$ cat config.mk
export PLATFORM = sky130hd
export DESIGN_NAME = fetch_pc_unit
export DESIGN_NICKNAME = d
export VERILOG_FILES = /design/src/rtl/fetch_pc_unit.sv
export SDC_FILE = /design/constraint.sdc
export NUM_CORES = 1
export LEC_CHECK = 0
export CORE_ASPECT_RATIO = 0.8
export CORE_MARGIN = 4
export CORE_UTILIZATION = 51
export DETAILED_ROUTE_END_ITERATION = 12
export GPL_TIMING_DRIVEN = 0
export PLACE_DENSITY = 0.83
export REMOVE_ABC_BUFFERS = 1
export SYNTH_ARGS = -nofsm -noshare
export SYNTH_HDL_FRONTEND = slang
export SYNTH_SLANG_ARGS = --single-unit
$ cat constraint.sdc
create_clock -name clock -period 3.2 [get_ports clock]
set_clock_uncertainty 0.2 [all_clocks]
set_input_delay 0.48 -clock clock [delete_from_list [all_inputs] [get_ports clock]]
set_output_delay 0.48 -clock clock [all_outputs]
set_load 0.01 [all_outputs]
$ cat src/rtl/fetch_pc_unit.sv
// Program counter and instruction fetch stage: redirects on taken branches,
// fetches over a req/ready handshake and parks each instruction in a one-entry slot.
module fetch_pc_unit #(
    parameter int               WIDTH    = 16,
    parameter logic [WIDTH-1:0] RESET_PC = {WIDTH{1'b0}},
    parameter int               INC      = 1
) (
    input  logic             clock,
    input  logic             reset_n,
    input  logic             branch_taken,
    input  logic [WIDTH-1:0] branch_target,
    input  logic             stall,
    output logic             imem_req,
    output logic [WIDTH-1:0] imem_addr,
    input  logic             imem_ready,
    input  logic [15:0]      imem_rdata,
    output logic [15:0]      instr,
    output logic             instr_valid,
    output logic [WIDTH-1:0] instr_pc,
    output logic             flush
);

    typedef enum logic [1:0] {
        ST_ISSUE = 2'd0,
        ST_REQ   = 2'd1,
        ST_DRAIN = 2'd2
    } state_t;

    localparam logic [WIDTH-1:0] INC_W = WIDTH'(INC);

    state_t           r_state;
    state_t           w_state_nxt;
    logic [WIDTH-1:0] r_pc;
    logic [WIDTH-1:0] w_pc_nxt;
    logic [WIDTH-1:0] r_req_addr;
    logic [WIDTH-1:0] w_req_addr_nxt;
    logic [WIDTH-1:0] r_instr_pc;
    logic [WIDTH-1:0] w_instr_pc_nxt;
    logic [15:0]      r_instr;
    logic [15:0]      w_instr_nxt;
    logic             r_instr_valid;
    logic             w_instr_valid_nxt;
    logic             r_imem_req;
    logic             w_imem_req_nxt;
    logic             r_flush;

    // Next-state and next-register values for the fetch sequencer
    always_comb begin
        w_state_nxt       = r_state;
        w_pc_nxt          = r_pc;
        w_req_addr_nxt    = r_req_addr;
        w_instr_nxt       = r_instr;
        w_instr_pc_nxt    = r_instr_pc;
        // A non-stalled consumer takes the slot; reloads below override this.
        w_instr_valid_nxt = r_instr_valid & stall;
        w_imem_req_nxt    = 1'b0;

        case (r_state)
            ST_ISSUE: begin
                if (branch_taken) begin
                    // Squash the slot even when decode is stalled.
                    w_pc_nxt          = branch_target;
                    w_instr_valid_nxt = 1'b0;
                end else if (!r_instr_valid || !stall) begin
                    w_req_addr_nxt = r_pc;
                    w_state_nxt    = ST_REQ;
                end else begin
                    w_state_nxt = ST_ISSUE;
                end
            end
            ST_REQ: begin
                if (branch_taken) begin
                    w_pc_nxt    = branch_target;
                    w_state_nxt = imem_ready ? ST_ISSUE : ST_DRAIN;
                end else if (imem_ready) begin
                    w_instr_nxt       = imem_rdata;
                    w_instr_pc_nxt    = r_req_addr;
                    w_instr_valid_nxt = 1'b1;
                    w_pc_nxt          = r_req_addr + INC_W;
                    w_state_nxt       = ST_ISSUE;
                end else begin
                    w_state_nxt = ST_REQ;
                end
            end
            ST_DRAIN: begin
                // The stale request must complete before a new one may start.
                if (branch_taken) begin
                    w_pc_nxt = branch_target;
                end else begin
                    w_pc_nxt = r_pc;
                end
                if (imem_ready) begin
                    w_state_nxt = ST_ISSUE;
                end else begin
                    w_state_nxt = ST_DRAIN;
                end
            end
            default: begin
                w_state_nxt = ST_ISSUE;
            end
        endcase

        w_imem_req_nxt = (w_state_nxt == ST_REQ) || (w_state_nxt == ST_DRAIN);
    end

    // State, PC, request and output-slot registers
    always_ff @(posedge clock or negedge reset_n) begin
        if (!reset_n) begin
            r_state       <= ST_ISSUE;
            r_pc          <= RESET_PC;
            r_req_addr    <= {WIDTH{1'b0}};
            r_imem_req    <= 1'b0;
            r_instr       <= 16'h0000;
            r_instr_valid <= 1'b0;
            r_instr_pc    <= {WIDTH{1'b0}};
            r_flush       <= 1'b0;
        end else begin
            r_state       <= w_state_nxt;
            r_pc          <= w_pc_nxt;
            r_req_addr    <= w_req_addr_nxt;
            r_imem_req    <= w_imem_req_nxt;
            r_instr       <= w_instr_nxt;
            r_instr_valid <= w_instr_valid_nxt;
            r_instr_pc    <= w_instr_pc_nxt;
            r_flush       <= branch_taken;
        end
    end

    assign imem_req    = r_imem_req;
    assign imem_addr   = r_req_addr;
    assign instr       = r_instr;
    assign instr_valid = r_instr_valid;
    assign instr_pc    = r_instr_pc;
    assign flush       = r_flush;

endmodule

==> run summary <==
outcome -> finished, final reports clean
Layout Nets -> 365
TritonCTS Buffers -> 9
fin. max-slew vios -> 0
Site Rows -> 24
Final ANT Viol Nets -> 0
Critical Path Start Type -> input pin
root buf cell -> clkbuf_8
RR Startpoint -> r_state[0]
max-cap viol count -> 0
Bufs on Longest Clock Path -> 2
Starting Density -> 53.45%
DR WL/cell -> 16.60 um
die height -> 76.25 um
Crit Reg-Reg Endpoint -> instr_pc[0]
crit path time final -> 3.045 ns
clock sink count -> 69
final non-filler cell total -> 410
Placed Area -> 3889 um2
core area -> 5555 um2
DP Wirelength -> 4617 um
Fillers -> 376
Setup Crit Path Kind -> in2reg
class of the tightest hold or removal check -> in2async
top fanout value on the critical path -> 21
Tightest Pin Transition -> 1.170 ns
final setup vio count -> 0
Remaining Overflow, GRT -> 0
CTS clk-pin slew, worst paths -> 0.07 ns
Worst setup EP type -> flop
Die X -> 93.31 um
Setup TNS Final -> 0 ns
Seq cells post-synth -> 69
static leakage -> 1.707 nW
final hold violation count -> 0
Clk pwr share -> 20.2%
Worst-Skew Late Latency -> 0.34 ns
Rel. slew slack -> 21.43%
Tcrit/Tclk final -> 95.16%
IO Count -> 88
gr usage total -> 20.89%
number of remaining DRC errors -> 0
first-pass GRT wire length -> 11540 um
area delta synth->final -> 39.11%
final core utilization -> 74.35%
routed vias -> 2138
share of cells above drive strength 1 -> 21.08%
pwr/cell area -> 887.0 nW/um2
CTS Hold Bufs -> 0
Syn Inst Count -> 238
mean post-synth cell area -> 12.48 um2
DRT Pass-1 Iters -> 4
fin area -> 4130 um2
Synth Cell Area -> 2969 um2
worst reg2reg setup slack -> 0.47 ns
Switching Fraction -> 31.65%
CP arrival -> 3.07 ns
Max VDD drop -> 0.5587 mV
H-tree depth reported by CTS -> 3
part of the power in registers -> 41.6%
antenna violations before repair -> 0
share of the synthesized area in the top cell type -> 58.15%
switching power -> 1.159 mW
post-synth cell types -> 33
largest net degree at the start of global routing -> 70
CTS tree -> done
synth warn -> 0
Routability Congestion -> 0.8195
Placed Cells -> 393
R2R cell count -> 3
Hold WS -> 0.04537 ns
Synth area leaders -> dfrtp_1, mux2_2, o21ai_0, nand2_1, mux2i_1
Critical Path RT -> 3.23 ns
Final WS setup -> 0.1550 ns
Die Area -> 7114 um2
vias in the first global route -> 2298
Fmax -> 328.4 MHz
logic gate share of total power -> 38.2%
Pwr Total -> 3.663 mW
register area share after synthesis -> 58.15%
RSZ-0062 raised after global routing -> no
Ant. Diodes -> 0
most area-hungry cell type in the Yosys netlist -> dfrtp_1
iteration-0 DRC count of the detailed router -> 97
WL final -> 6805 um
worst slack at placement -> -0.5870 ns
via/cell ratio -> 5.215
number of port buffers -> 87
Pint -> 2.504 mW
==> final cells by class <==
class | count | area (um2) | area share (%)
flip-flops and latches | 69 | 1727 | 41.81
multi-input cells | 157 | 1199 | 29.02
well taps | 78 | 97.59 | 2.363
clock buffers | 13 | 168.9 | 4.090
repair buffers | 88 | 888.4 | 21.51
clock inverters | 3 | 42.54 | 1.030
inverters | 2 | 7.507 | 0.1818
==> cell usage after synthesis (all sizes together) <==
cell type,count
or2,2
buf,8
a31oi,1
dfrtp,69
nor3,5
and3,1
nand3,9
clkbuf,2
a32oi,5
nor2,9
mux2i,7
o21ai,20
inv,2
or4,2
nand2b,1
nor2b,3
nand2,22
ha,1
nand4,2
xnor2,6
nor4,3
a21oi,6
xor2,6
a21o,1
mux2,44
and2,1
==> power groups by stage <==
stage | registers [mW] | clock network [mW] | logic [mW]
after detailed placement | 1.54 | 0 | 1.40
after floorplan | 1.62 | 0 | 0.491
after global routing | 1.58 | 0.800 | 1.50
after global placement | 1.51 | 0 | 1.38
after CTS | 1.53 | 0.755 | 1.41
final | 1.52 | 0.741 | 1.40
==> cell families (layout without fill, tap and decap cells) <==
| logic type | Yosys count | after routing | synth area share [%] |
|---|---|---|---|
| buffers and inverters | 12 | 106 | 1.812 |
| AND/OR/NAND/NOR | 60 | 60 | 10.58 |
| XOR/XNOR | 12 | 12 | 3.540 |
| multiplexers | 51 | 51 | 19.05 |
| flip-flops | 69 | 69 | 58.15 |
| adder cells (fa/ha/maj) | 1 | 1 | 0.4213 |
| AO/OA/AOI/OAI | 33 | 33 | 6.448 |
==> what timing repair did <==
action / CTS / global route
endpoints found under the setup margin: 35 / 16
resized for setup: 2 / 0
pin swaps: 0 / 1
buffers inserted: 0 / 1
==> worst max-delay path, cell delays in order <==
cell	delay (ns)
clkdlybuf4s50_1	0.64
nor2b_1	0.75
nand3_2	0.71
mux2_2	0.50
==> placed cells by master, fill, tap and decap left out, types with 7 or more instances in the layout <==
cell type,count
nand2_1,22
clkbuf_8,12
nand3_1,7
clkdlybuf4s50_1,86
mux2i_1,7
nor2_1,8
mux2_2,44
dfrtp_1,69
o21ai_0,19
==> state kept, by name, indices dropped and copies added, names as in the netlist <==
register and count:
flush 1, imem_req 1, instr_pc 16, instr 16, imem_addr 16, r_pc 16, r_state 2, instr_valid 1
==> worst max-delay path by stage <==
| stage | start | endpoint | slack [ns] | cells past startpoint |
|---|---|---|---|---|
| CTS | branch_taken | instr_pc[0] | 0.14 | 4 |
| global placement | reset_n | instr_pc[4] | -0.82 | 1 |
| floorplan | r_state[0] | instr_pc[0] | 0.83 | 3 |
| global route | branch_taken | instr_pc[8] | 0.01 | 4 |
| finish | branch_taken | instr_pc[0] | 0.15 | 4 |
| detailed placement | branch_taken | instr_pc[0] | -0.59 | 4 |
==> per-layer routing <==
| layer | global-route usage (%) | part of all wire (%) | vias to the layer above |
|---|---|---|---|
| li1 | - | - | 1025 |
| met1 | 27.40 | 45 | 1048 |
| met2 | 32.83 | 48 | 57 |
| met3 | 7.009 | 5.3 | 8 |
| met4 | 6.442 | 1.1 | 0 |
| met5 | 0 | 0 | - |
Power figures use the tool's default switching activity.
